$ cat config.mk
export PLATFORM = sky130hd
export DESIGN_NAME = calc_arbiter_flat
export DESIGN_NICKNAME = d
export VERILOG_FILES = /design/src/rtl/calc_arbiter_pkg.sv /design/src/rtl/calc_arbiter_if.sv /design/src/rtl/calc_arbiter_rr_arbiter2.sv /design/src/rtl/calc_arbiter.sv /design/src/flat_wrapper.sv
export SDC_FILE = /design/constraint.sdc
export NUM_CORES = 1
export LEC_CHECK = 0
export BUFFER_PORTS_ARGS = -buffer_cell sky130_fd_sc_hd__clkbuf_2
export CAP_MARGIN = 20
export CORE_AREA = 2 2 63 47
export CTS_CLUSTER_DIAMETER = 150
export CTS_CLUSTER_SIZE = 8
export DETAILED_ROUTE_END_ITERATION = 12
export DIE_AREA = 0 0 65 49
export GPL_TIMING_DRIVEN = 1
export PLACE_DENSITY = 0.93
export REMOVE_ABC_BUFFERS = 1
export SETUP_SLACK_MARGIN = 0.05
export SLEW_MARGIN = 20
export SYNTH_ARGS = -nofsm -noshare
export SYNTH_HDL_FRONTEND = slang
export SYNTH_HIERARCHICAL = 1
export SYNTH_SLANG_ARGS = --single-unit
$ cat constraint.sdc
create_clock -name clk -period 4.8 [get_ports clk]
set_input_delay 0.96 -clock clk [delete_from_list [all_inputs] [get_ports clk]]
set_output_delay 0.96 -clock clk [all_outputs]
set_load 0.03 [all_outputs]
$ cat src/rtl/calc_arbiter_pkg.sv
// Shared definitions for the calculator arbiter: widths, opcodes, FSM states.
package calc_arbiter_pkg;

  localparam int DATA_W_DEF = 4;
  localparam int OP_W_DEF   = 3;
  localparam int OUT_W_DEF  = 8;

  localparam logic [2:0] OP_ADD  = 3'b000;
  localparam logic [2:0] OP_SUB  = 3'b001;
  localparam logic [2:0] OP_MUL  = 3'b010;
  localparam logic [2:0] OP_AND  = 3'b011;
  localparam logic [2:0] OP_OR   = 3'b100;
  localparam logic [2:0] OP_XOR  = 3'b101;
  localparam logic [2:0] OP_NOT  = 3'b110;
  localparam logic [2:0] OP_PASS = 3'b111;

  // state   | meaning
  // IDLE    | waiting for a request, arbiter picks one
  // EXEC    | calculator inputs held, settle counter running
  // RESP    | result captured, waiting for owner rsp_ready
  typedef enum logic [1:0] {
    ST_IDLE = 2'd0,
    ST_EXEC = 2'd1,
    ST_RESP = 2'd2
  } state_t;

  // A settle time of zero still needs one cycle for the inputs to reach the calculator.
  function automatic int settle_eff(input int s);
    return (s < 1) ? 1 : s;
  endfunction

endpackage

$ cat src/rtl/calc_arbiter_if.sv
// Requester, response and calculator-side signals of the arbiter as one bundle.
interface calc_arbiter_if #(
  parameter int DATA_W = 4,
  parameter int OP_W   = 3,
  parameter int OUT_W  = 8
);
  logic              r0_valid, r1_valid;
  logic              r0_ready, r1_ready;
  logic [DATA_W-1:0] r0_a, r0_b, r1_a, r1_b;
  logic [OP_W-1:0]   r0_oper, r1_oper;
  logic              r0_rsp_valid, r1_rsp_valid;
  logic              r0_rsp_ready, r1_rsp_ready;
  logic [OUT_W-1:0]  rsp_out;
  logic [DATA_W-1:0] calc_a, calc_b;
  logic [OP_W-1:0]   calc_oper;
  logic [OUT_W-1:0]  calc_out;
  logic              busy;
  logic              grant_id;

  modport slave (
    input  r0_valid, r1_valid, r0_a, r0_b, r1_a, r1_b, r0_oper, r1_oper,
           r0_rsp_ready, r1_rsp_ready, calc_out,
    output r0_ready, r1_ready, r0_rsp_valid, r1_rsp_valid, rsp_out,
           calc_a, calc_b, calc_oper, busy, grant_id
  );

  modport master (
    output r0_valid, r1_valid, r0_a, r0_b, r1_a, r1_b, r0_oper, r1_oper,
           r0_rsp_ready, r1_rsp_ready, calc_out,
    input  r0_ready, r1_ready, r0_rsp_valid, r1_rsp_valid, rsp_out,
           calc_a, calc_b, calc_oper, busy, grant_id
  );
endinterface

$ cat src/rtl/calc_arbiter_rr_arbiter2.sv
// Two-way round-robin pick: a lone request always wins, a tie goes to the
// requester that was not served last (last=1 means r1 was served last).
module rr_arbiter2 (
  input  logic [1:0] req,
  input  logic       last,
  output logic [1:0] gnt
);

  // Grant is one-hot or zero by construction.
  always_comb begin
    gnt    = 2'b00;
    gnt[0] = req[0] & (~req[1] | last);
    gnt[1] = req[1] & (~req[0] | ~last);
  end

endmodule

$ cat src/rtl/calc_arbiter.sv
// Round-robin scheduler sharing one combinational calculator between two requesters.
module calc_arbiter
  import calc_arbiter_pkg::*;
#(
  parameter int DATA_W = DATA_W_DEF,
  parameter int OP_W   = OP_W_DEF,
  parameter int OUT_W  = OUT_W_DEF,
  parameter int SETTLE = 1
) (
  input logic           clk,
  input logic           rst_n,
  calc_arbiter_if.slave bus
);

  localparam int SETTLE_EFF = settle_eff(SETTLE);
  localparam int CNT_W      = (SETTLE_EFF > 1) ? $clog2(SETTLE_EFF) : 1;

  state_t            state, state_nxt;
  logic [1:0]        gnt;
  logic              last_served;
  logic              owner;
  logic [CNT_W-1:0]  cnt;
  logic              accept;
  logic              rsp_hs;
  logic [DATA_W-1:0] calc_a_q, calc_b_q;
  logic [OP_W-1:0]   calc_oper_q;
  logic [OUT_W-1:0]  rsp_out_q;
  logic              r0_ready_c, r1_ready_c, r0_rsp_valid_c, r1_rsp_valid_c;

  rr_arbiter2 u_arb (
    .req  ({bus.r1_valid, bus.r0_valid}),
    .last (last_served),
    .gnt  (gnt)
  );

  assign accept = (state == ST_IDLE) && (gnt != 2'b00);
  assign rsp_hs = (state == ST_RESP) && (owner ? bus.r1_rsp_ready : bus.r0_rsp_ready);

  // State register.
  always_ff @(posedge clk or negedge rst_n) begin
    if (!rst_n) state <= ST_IDLE;
    else        state <= state_nxt;
  end

  // Next-state decode and handshake outputs.
  always_comb begin
    state_nxt      = state;
    r0_ready_c     = 1'b0;
    r1_ready_c     = 1'b0;
    r0_rsp_valid_c = 1'b0;
    r1_rsp_valid_c = 1'b0;
    case (state)
      ST_IDLE: begin
        r0_ready_c = gnt[0];
        r1_ready_c = gnt[1];
        if (accept) state_nxt = ST_EXEC;
      end
      ST_EXEC: begin
        if (cnt == '0) state_nxt = ST_RESP;
      end
      ST_RESP: begin
        r0_rsp_valid_c = ~owner;
        r1_rsp_valid_c = owner;
        if (rsp_hs) state_nxt = ST_IDLE;
      end
      default: state_nxt = ST_IDLE;
    endcase
  end

  // Payload capture, settle countdown, result capture and round-robin pointer.
  always_ff @(posedge clk or negedge rst_n) begin
    if (!rst_n) begin
      calc_a_q    <= '0;
      calc_b_q    <= '0;
      calc_oper_q <= '0;
      owner       <= 1'b0;
      cnt         <= '0;
      rsp_out_q   <= '0;
      last_served <= 1'b1;
    end else begin
      if (accept) begin
        calc_a_q    <= gnt[1] ? bus.r1_a    : bus.r0_a;
        calc_b_q    <= gnt[1] ? bus.r1_b    : bus.r0_b;
        calc_oper_q <= gnt[1] ? bus.r1_oper : bus.r0_oper;
        owner       <= gnt[1];
        cnt         <= CNT_W'(SETTLE_EFF - 1);
      end
      if (state == ST_EXEC) begin
        if (cnt == '0) rsp_out_q <= bus.calc_out;
        else           cnt       <= cnt - 1'b1;
      end
      if (rsp_hs) last_served <= owner;
    end
  end

  assign bus.r0_ready     = r0_ready_c;
  assign bus.r1_ready     = r1_ready_c;
  assign bus.r0_rsp_valid = r0_rsp_valid_c;
  assign bus.r1_rsp_valid = r1_rsp_valid_c;
  assign bus.rsp_out      = rsp_out_q;
  assign bus.calc_a       = calc_a_q;
  assign bus.calc_b       = calc_b_q;
  assign bus.calc_oper    = calc_oper_q;
  assign bus.busy         = (state != ST_IDLE);
  assign bus.grant_id     = owner;

endmodule

$ cat src/flat_wrapper.sv
// flat-port wrapper written by rule: the top's interface ports become plain ports
module calc_arbiter_flat import calc_arbiter_pkg::*;
#(
  parameter int DATA_W = DATA_W_DEF,
  parameter int OP_W   = OP_W_DEF,
  parameter int OUT_W  = OUT_W_DEF,
  parameter int SETTLE = 1
)
  (clk, rst_n, bus_r0_valid, bus_r1_valid, bus_r0_a, bus_r0_b, bus_r1_a, bus_r1_b, bus_r0_oper, bus_r1_oper, bus_r0_rsp_ready, bus_r1_rsp_ready, bus_calc_out, bus_r0_ready, bus_r1_ready, bus_r0_rsp_valid, bus_r1_rsp_valid, bus_rsp_out, bus_calc_a, bus_calc_b, bus_calc_oper, bus_busy, bus_grant_id);
  calc_arbiter_if #(.DATA_W(DATA_W), .OP_W(OP_W), .OUT_W(OUT_W)) bus_i ();
  input logic clk;
  input logic rst_n;
  input wire logic [$bits(bus_i.r0_valid)-1:0] bus_r0_valid;
  input wire logic [$bits(bus_i.r1_valid)-1:0] bus_r1_valid;
  input wire logic [$bits(bus_i.r0_a)-1:0] bus_r0_a;
  input wire logic [$bits(bus_i.r0_b)-1:0] bus_r0_b;
  input wire logic [$bits(bus_i.r1_a)-1:0] bus_r1_a;
  input wire logic [$bits(bus_i.r1_b)-1:0] bus_r1_b;
  input wire logic [$bits(bus_i.r0_oper)-1:0] bus_r0_oper;
  input wire logic [$bits(bus_i.r1_oper)-1:0] bus_r1_oper;
  input wire logic [$bits(bus_i.r0_rsp_ready)-1:0] bus_r0_rsp_ready;
  input wire logic [$bits(bus_i.r1_rsp_ready)-1:0] bus_r1_rsp_ready;
  input wire logic [$bits(bus_i.calc_out)-1:0] bus_calc_out;
  output wire logic [$bits(bus_i.r0_ready)-1:0] bus_r0_ready;
  output wire logic [$bits(bus_i.r1_ready)-1:0] bus_r1_ready;
  output wire logic [$bits(bus_i.r0_rsp_valid)-1:0] bus_r0_rsp_valid;
  output wire logic [$bits(bus_i.r1_rsp_valid)-1:0] bus_r1_rsp_valid;
  output wire logic [$bits(bus_i.rsp_out)-1:0] bus_rsp_out;
  output wire logic [$bits(bus_i.calc_a)-1:0] bus_calc_a;
  output wire logic [$bits(bus_i.calc_b)-1:0] bus_calc_b;
  output wire logic [$bits(bus_i.calc_oper)-1:0] bus_calc_oper;
  output wire logic [$bits(bus_i.busy)-1:0] bus_busy;
  output wire logic [$bits(bus_i.grant_id)-1:0] bus_grant_id;
  assign bus_i.r0_valid = bus_r0_valid;
  assign bus_i.r1_valid = bus_r1_valid;
  assign bus_i.r0_a = bus_r0_a;
  assign bus_i.r0_b = bus_r0_b;
  assign bus_i.r1_a = bus_r1_a;
  assign bus_i.r1_b = bus_r1_b;
  assign bus_i.r0_oper = bus_r0_oper;
  assign bus_i.r1_oper = bus_r1_oper;
  assign bus_i.r0_rsp_ready = bus_r0_rsp_ready;
  assign bus_i.r1_rsp_ready = bus_r1_rsp_ready;
  assign bus_i.calc_out = bus_calc_out;
  assign bus_r0_ready = bus_i.r0_ready;
  assign bus_r1_ready = bus_i.r1_ready;
  assign bus_r0_rsp_valid = bus_i.r0_rsp_valid;
  assign bus_r1_rsp_valid = bus_i.r1_rsp_valid;
  assign bus_rsp_out = bus_i.rsp_out;
  assign bus_calc_a = bus_i.calc_a;
  assign bus_calc_b = bus_i.calc_b;
  assign bus_calc_oper = bus_i.calc_oper;
  assign bus_busy = bus_i.busy;
  assign bus_grant_id = bus_i.grant_id;
  calc_arbiter #(.DATA_W(DATA_W), .OP_W(OP_W), .OUT_W(OUT_W), .SETTLE(SETTLE)) u_core (.clk(clk), .rst_n(rst_n), .bus(bus_i));
endmodule
# Word level (Yosys, flattened, before mapping)
# Cells that the tools add are included.
[classes]
addsub = 1
eq_ne = 5
n_mux = 15
bitwise = 9
n_reduce_logical = 7
[ops]
columns = ["operator", "count"]
rows = [
  ["$mux W1", 8],
  ["$mux W4", 2],
  ["$mux W2", 3],
  ["$pmux W2 S3", 1],
  ["$not A1 Y1", 5],
  ["$ne A2 B1 Y1 const B", 2],
  ["$reduce_bool A2 Y1", 2],
  ["$mux W3", 1],
  ["$reduce_and A3 Y1", 1],
  ["$and A1 B1 Y1", 2],
  ["$eq A2 B1 Y1 const B", 1],
  ["$eq A2 B2 Y1 const B", 1],
  ["$logic_and A1 B1 Y1", 2],
  ["$logic_not A2 Y1", 1],
  ["$ne A2 B2 Y1 const B", 1],
  ["$or A1 B1 Y1", 2],
  ["$reduce_and A2 Y1", 1],
  ["$sub A1 B1 Y1 const B", 1],
]
[totals]
reg_bits = 24
in_bits = 36
out_inout_bits = 25
wordCells = 45

# Depth between registers and ports, before layout
[logic_depth]
depth_word = 8
mapped_depth = 5
depth_no_buf = 4

# Cells and area by module
# Netlist, hierarchy kept.
[modules_own_cells]
columns = ["module", "n_inst", "cells_each", "area_each_um2", "seq_area_each_um2"]
rows = [
  ["calc_arbiter", 1, 78, 1153.6, 601.8],
  ["rr_arbiter2", 1, 3, 18.8, 0.0],
]

# Least setup slack after synthesis
# Ideal clock, no wire load.
[synth_timing]
path_kind = "input -> output"
from = "input bus_r1_valid"
to = "output bus_r1_ready"
arrival_time_ns = 1.898
required_ns = 3.840
slack_ns = 1.942
path_stages = 3
path_buffers = 1
cell_sequence = "a21boi_0 -> buf_6 -> and2_1"
[synth_between]
elab_chain_cells = 2
[synth_lines]
columns = ["element", "line_no", "rtl"]
rows = [
  ["from (decl)", "flat_wrapper.sv:14", "input wire logic [$bits(bus_i.r1_valid)-1:0] bus_r1_valid;"],
  ["$and A1 B1 Y1", "calc_arbiter_rr_arbiter2.sv:13", "gnt[1] = req[1] & (~req[0] | ~last);"],
  ["$mux W1", "calc_arbiter.sv:52", "case (state)"],
  ["to (decl)", "flat_wrapper.sv:25", "output wire logic [$bits(bus_i.r1_ready)-1:0] bus_r1_ready;"],
]
# Every way passes these cells.

# Worst setup path after layout
[layout_timing]
from = "input bus_r1_valid"
to = "output bus_r1_ready"
[layout_between]
elab_chain_cells = 2
[layout_lines]
columns = ["element", "line_no", "rtl"]
rows = [
  ["$and A1 B1 Y1", "calc_arbiter_rr_arbiter2.sv:13", ""],
  ["via u_core.gnt[1]", "calc_arbiter.sv:19", "logic [1:0] gnt;"],
  ["$mux W1", "calc_arbiter.sv:52", ""],
]
# The timed path passes the listed nets, and every way through them passes these cells.

==> metrics.md <==
| Metric | Value |
|---|---|
| Status | completed |
| Synth top area share | 0.491 |
| Worst EP required | around 3800 ps |
| Async set-reset flop share out of synthesis | 1.00 |
| CTS resizes | 0 |
| Rel. slew slack | 0.411 |
| Vias in the first global route | 862 |
| Largest net degree at the start of global routing | 25 |
| Tot GR Track Use | 0.147 |
| Die width | 65 um |
| Yosys reg bits | 24 |
| Clk buf depth | 2 |
| Area Growth Syn to Fin | 33.9% |
| Max H-tree Level | 1 |
| Final WS setup | 1640 ps |
| Tightest Pin Transition | approximately 880 ps |
| HP Class | reg -> reg |
| CTS Hold Bufs | 0 |
| Post-route cell area | ~1600 sq um |
| Chip Height | 49 um |
| Routability cong. | 0.609 |
| CTS tree | done |
| Final net count | between 150 and 200 |
| Most Frequent Cell on Critical Path | clkbuf_2 |
| CP arrival | 2200 ps |
| Final antenna-violating net count | 0 |
| Post-synth top cells | 23 x dfrtp_1, 18 x mux2_4, 12 x mux2_2, 5 x inv_1, 3 x nor2_1 |
| Die area | about 3200 sq um |
| Crit-path max cell delay | approximately 690 ps |
| TritonCTS Buffers | 3 |
| Setup WS pre-CTS | about 1600 ps |
| Post-Syn Area | ~1200 sq um |
| Count leader, synth | dfrtp_1 |
| Starting Density | 0.447 |
| IO Pins | ~60 |
| Clk Latency, worst-skew pair | approximately 260 ps |
| Hold Worst Slack | a little over 500 ps |
| Crit path max fanout | 13 |
| Setup TNS | 0 ps |
| Final hold viol count | 0 |
| Drt first pass iters | 4 |
| Share of layout cells above drive strength 1 | 0.692 |
| Core footprint | around 2600 sq um |
| Crit. End Element | output port |
| Unrepaired setup endpoints after global routing | false |
| CP Cell Sequence | clkbuf_2, a21boi_2, and2_1, clkbuf_2 |
| Vias | ~840 |
| CTS root buf | clkbuf_8 |
| Yosys top cell by area | dfrtp_1 |
| Largest cells by area after synthesis | dfrtp_1 49%, mux2_4 23%, mux2_2 12% |
| Fin crit period | 3160 ps |
| Post-Syn Instances | 81 |
| DR iter-0 viols | 27 |
| GRT overflow | 0 |
| DRC violations left | 0 |
| Prevailing post-synth register cell | dfrtp_1 |
| I/O Buffers | 60 |
| CP Launch Type | primary input |
| Final Max Tran Viols | 0 |
| CTS sink cnt | 24 |
| Post-Syn Area per Cell | around 14 sq um |
| Pwr dens | between 700 and 800 nW/um^2 |
| Maximum clock rate | approximately 320 MHz |
| Peak supply drop | 0.212 mV |
| Wirelength per Cell | around 12 um |
| Setup violations, final | 0 |
| Critical path's slowest cell | a21boi_2 |
| Post-synth EDFFs | 0 |
| Post-CTS setup repair buffer count | 0 |
| Vias per std cell | approximately 4.7 |
| Post-layout util | 0.599 |
| Leakage | between 0.8 and 0.9 nW |
| Antenna violations before repair | 0 |
| Cell Rows | 16 |
| Clock skew | about 8.6 ps |
| Post-synthesis cell type count | 19 |
| Clock Pin Slew Worst Setup and Hold Paths | about 90 ps |
| ANT cells | 0 |
| Placed inst area | roughly 1500 sq um |
| Warnings, synthesis | 6 |
| Sequential share of the synthesized area | 0.513 |
| Hpwl dp | roughly 1.8 mm |
| MaxCap Viol Count | 0 |
| Final WL | between 2 and 2.5 mm |
| First-pass GRT wire length | about 3.7 mm |
| Setup CP Type | in -> out |
| Final period utilization | 0.658 |
## metrics by stage
stage / power (W) / cells
CTS: 0.00118 / 179
floorplan: 0.000832 / 79
global route: 0.00123 / 179
global placement: 0.000977 / 175
finish: 0.00116 / 179
detailed placement: 0.00100 / 175
## metal layers
| layer | part of all wire | track usage | wire length, um | up-vias |
|---|---|---|---|---|
| met2 | 0.54 | 0.289 | 1170 | 36 |
| met4 | 0 | 0 | 0 | 0 |
| li1 | - | - | - | 403 |
| met5 | 0 | 0 | 0 | - |
| met1 | 0.39 | 0.162 | 845 | 398 |
| met3 | 0.074 | 0.0462 | 162 | 0 |
## where the power goes
group | internal, W | switching [W]
logic | 0.000256 | 0.000365
registers | 0.000306 | 0.0000599
clock network | 0.000111 | 0.0000620
total | 0.000674 | 0.000487
## path summary, 6_finish.rpt
check / from / depth (start not counted) / slack, ps / end
min: u_core/bus.rsp_out[4] / 1 / 510 / u_core/bus.rsp_out[4]
max: bus_r1_valid / 4 / 1640 / bus_r1_ready
max reg2reg: u_core/last_served / 3 / 2690 / u_core/bus.calc_oper[0]
max in group asynchronous: rst_n / 1 / 3730 / u_core/bus.calc_b[3]
min in group asynchronous: rst_n / 1 / 680 / u_core/bus.rsp_out[5]
min reg2reg: u_core/bus.rsp_out[4] / 1 / 510 / u_core/bus.rsp_out[4]
## cell usage in the layout, fill, tap and decap left out, types with 2 or more instances in the layout
master	count
nor2_1	3
inv_1	5
clkbuf_2	60
o21bai_1	2
nand2b_1	2
and2_1	2
clkbuf_8	3
nand2_1	2
mux2_4	18
dfrtp_1	23
o21ai_0	2
mux2_2	12
## area by class of cell
class / count / area, sq um
timing repair buffer: 60 / 300
inverter: 5 / 18.8
fill: 214 / 1050
clock buffer: 3 / 41.3
sequential: 24 / 602
tap: 36 / 45.0
clock inverter: 1 / 30.0
multi-input combinational: 50 / 533
## registers in the layout (all words and copies together), names as in the netlist
| signal | cells |
|---|---|
| u_core/state | 2 |
| u_core/bus.rsp_out | 8 |
| u_core/last_served | 1 |
| u_core/bus.grant_id | 1 |
| u_core/bus.calc_a | 4 |
| u_core/bus.calc_oper | 3 |
| u_core/bus.calc_b | 4 |
| u_core/cnt | 1 |
## critical path: cells and delay by family
family	cells	cell delay [ps]
AOI/OAI and AO/OA	1	690
and+or+nand+nor	1	250
buffers and inverters	2	300
## cell families after synthesis
family / after synthesis / synth area share
mux: 30 / 0.346
compound gates: 9 / 0.0534
flops: 24 / 0.513
buf+inv: 7 / 0.0352
simple gates: 11 / 0.0523
Note: power is estimated with default switching activity, not from simulation.
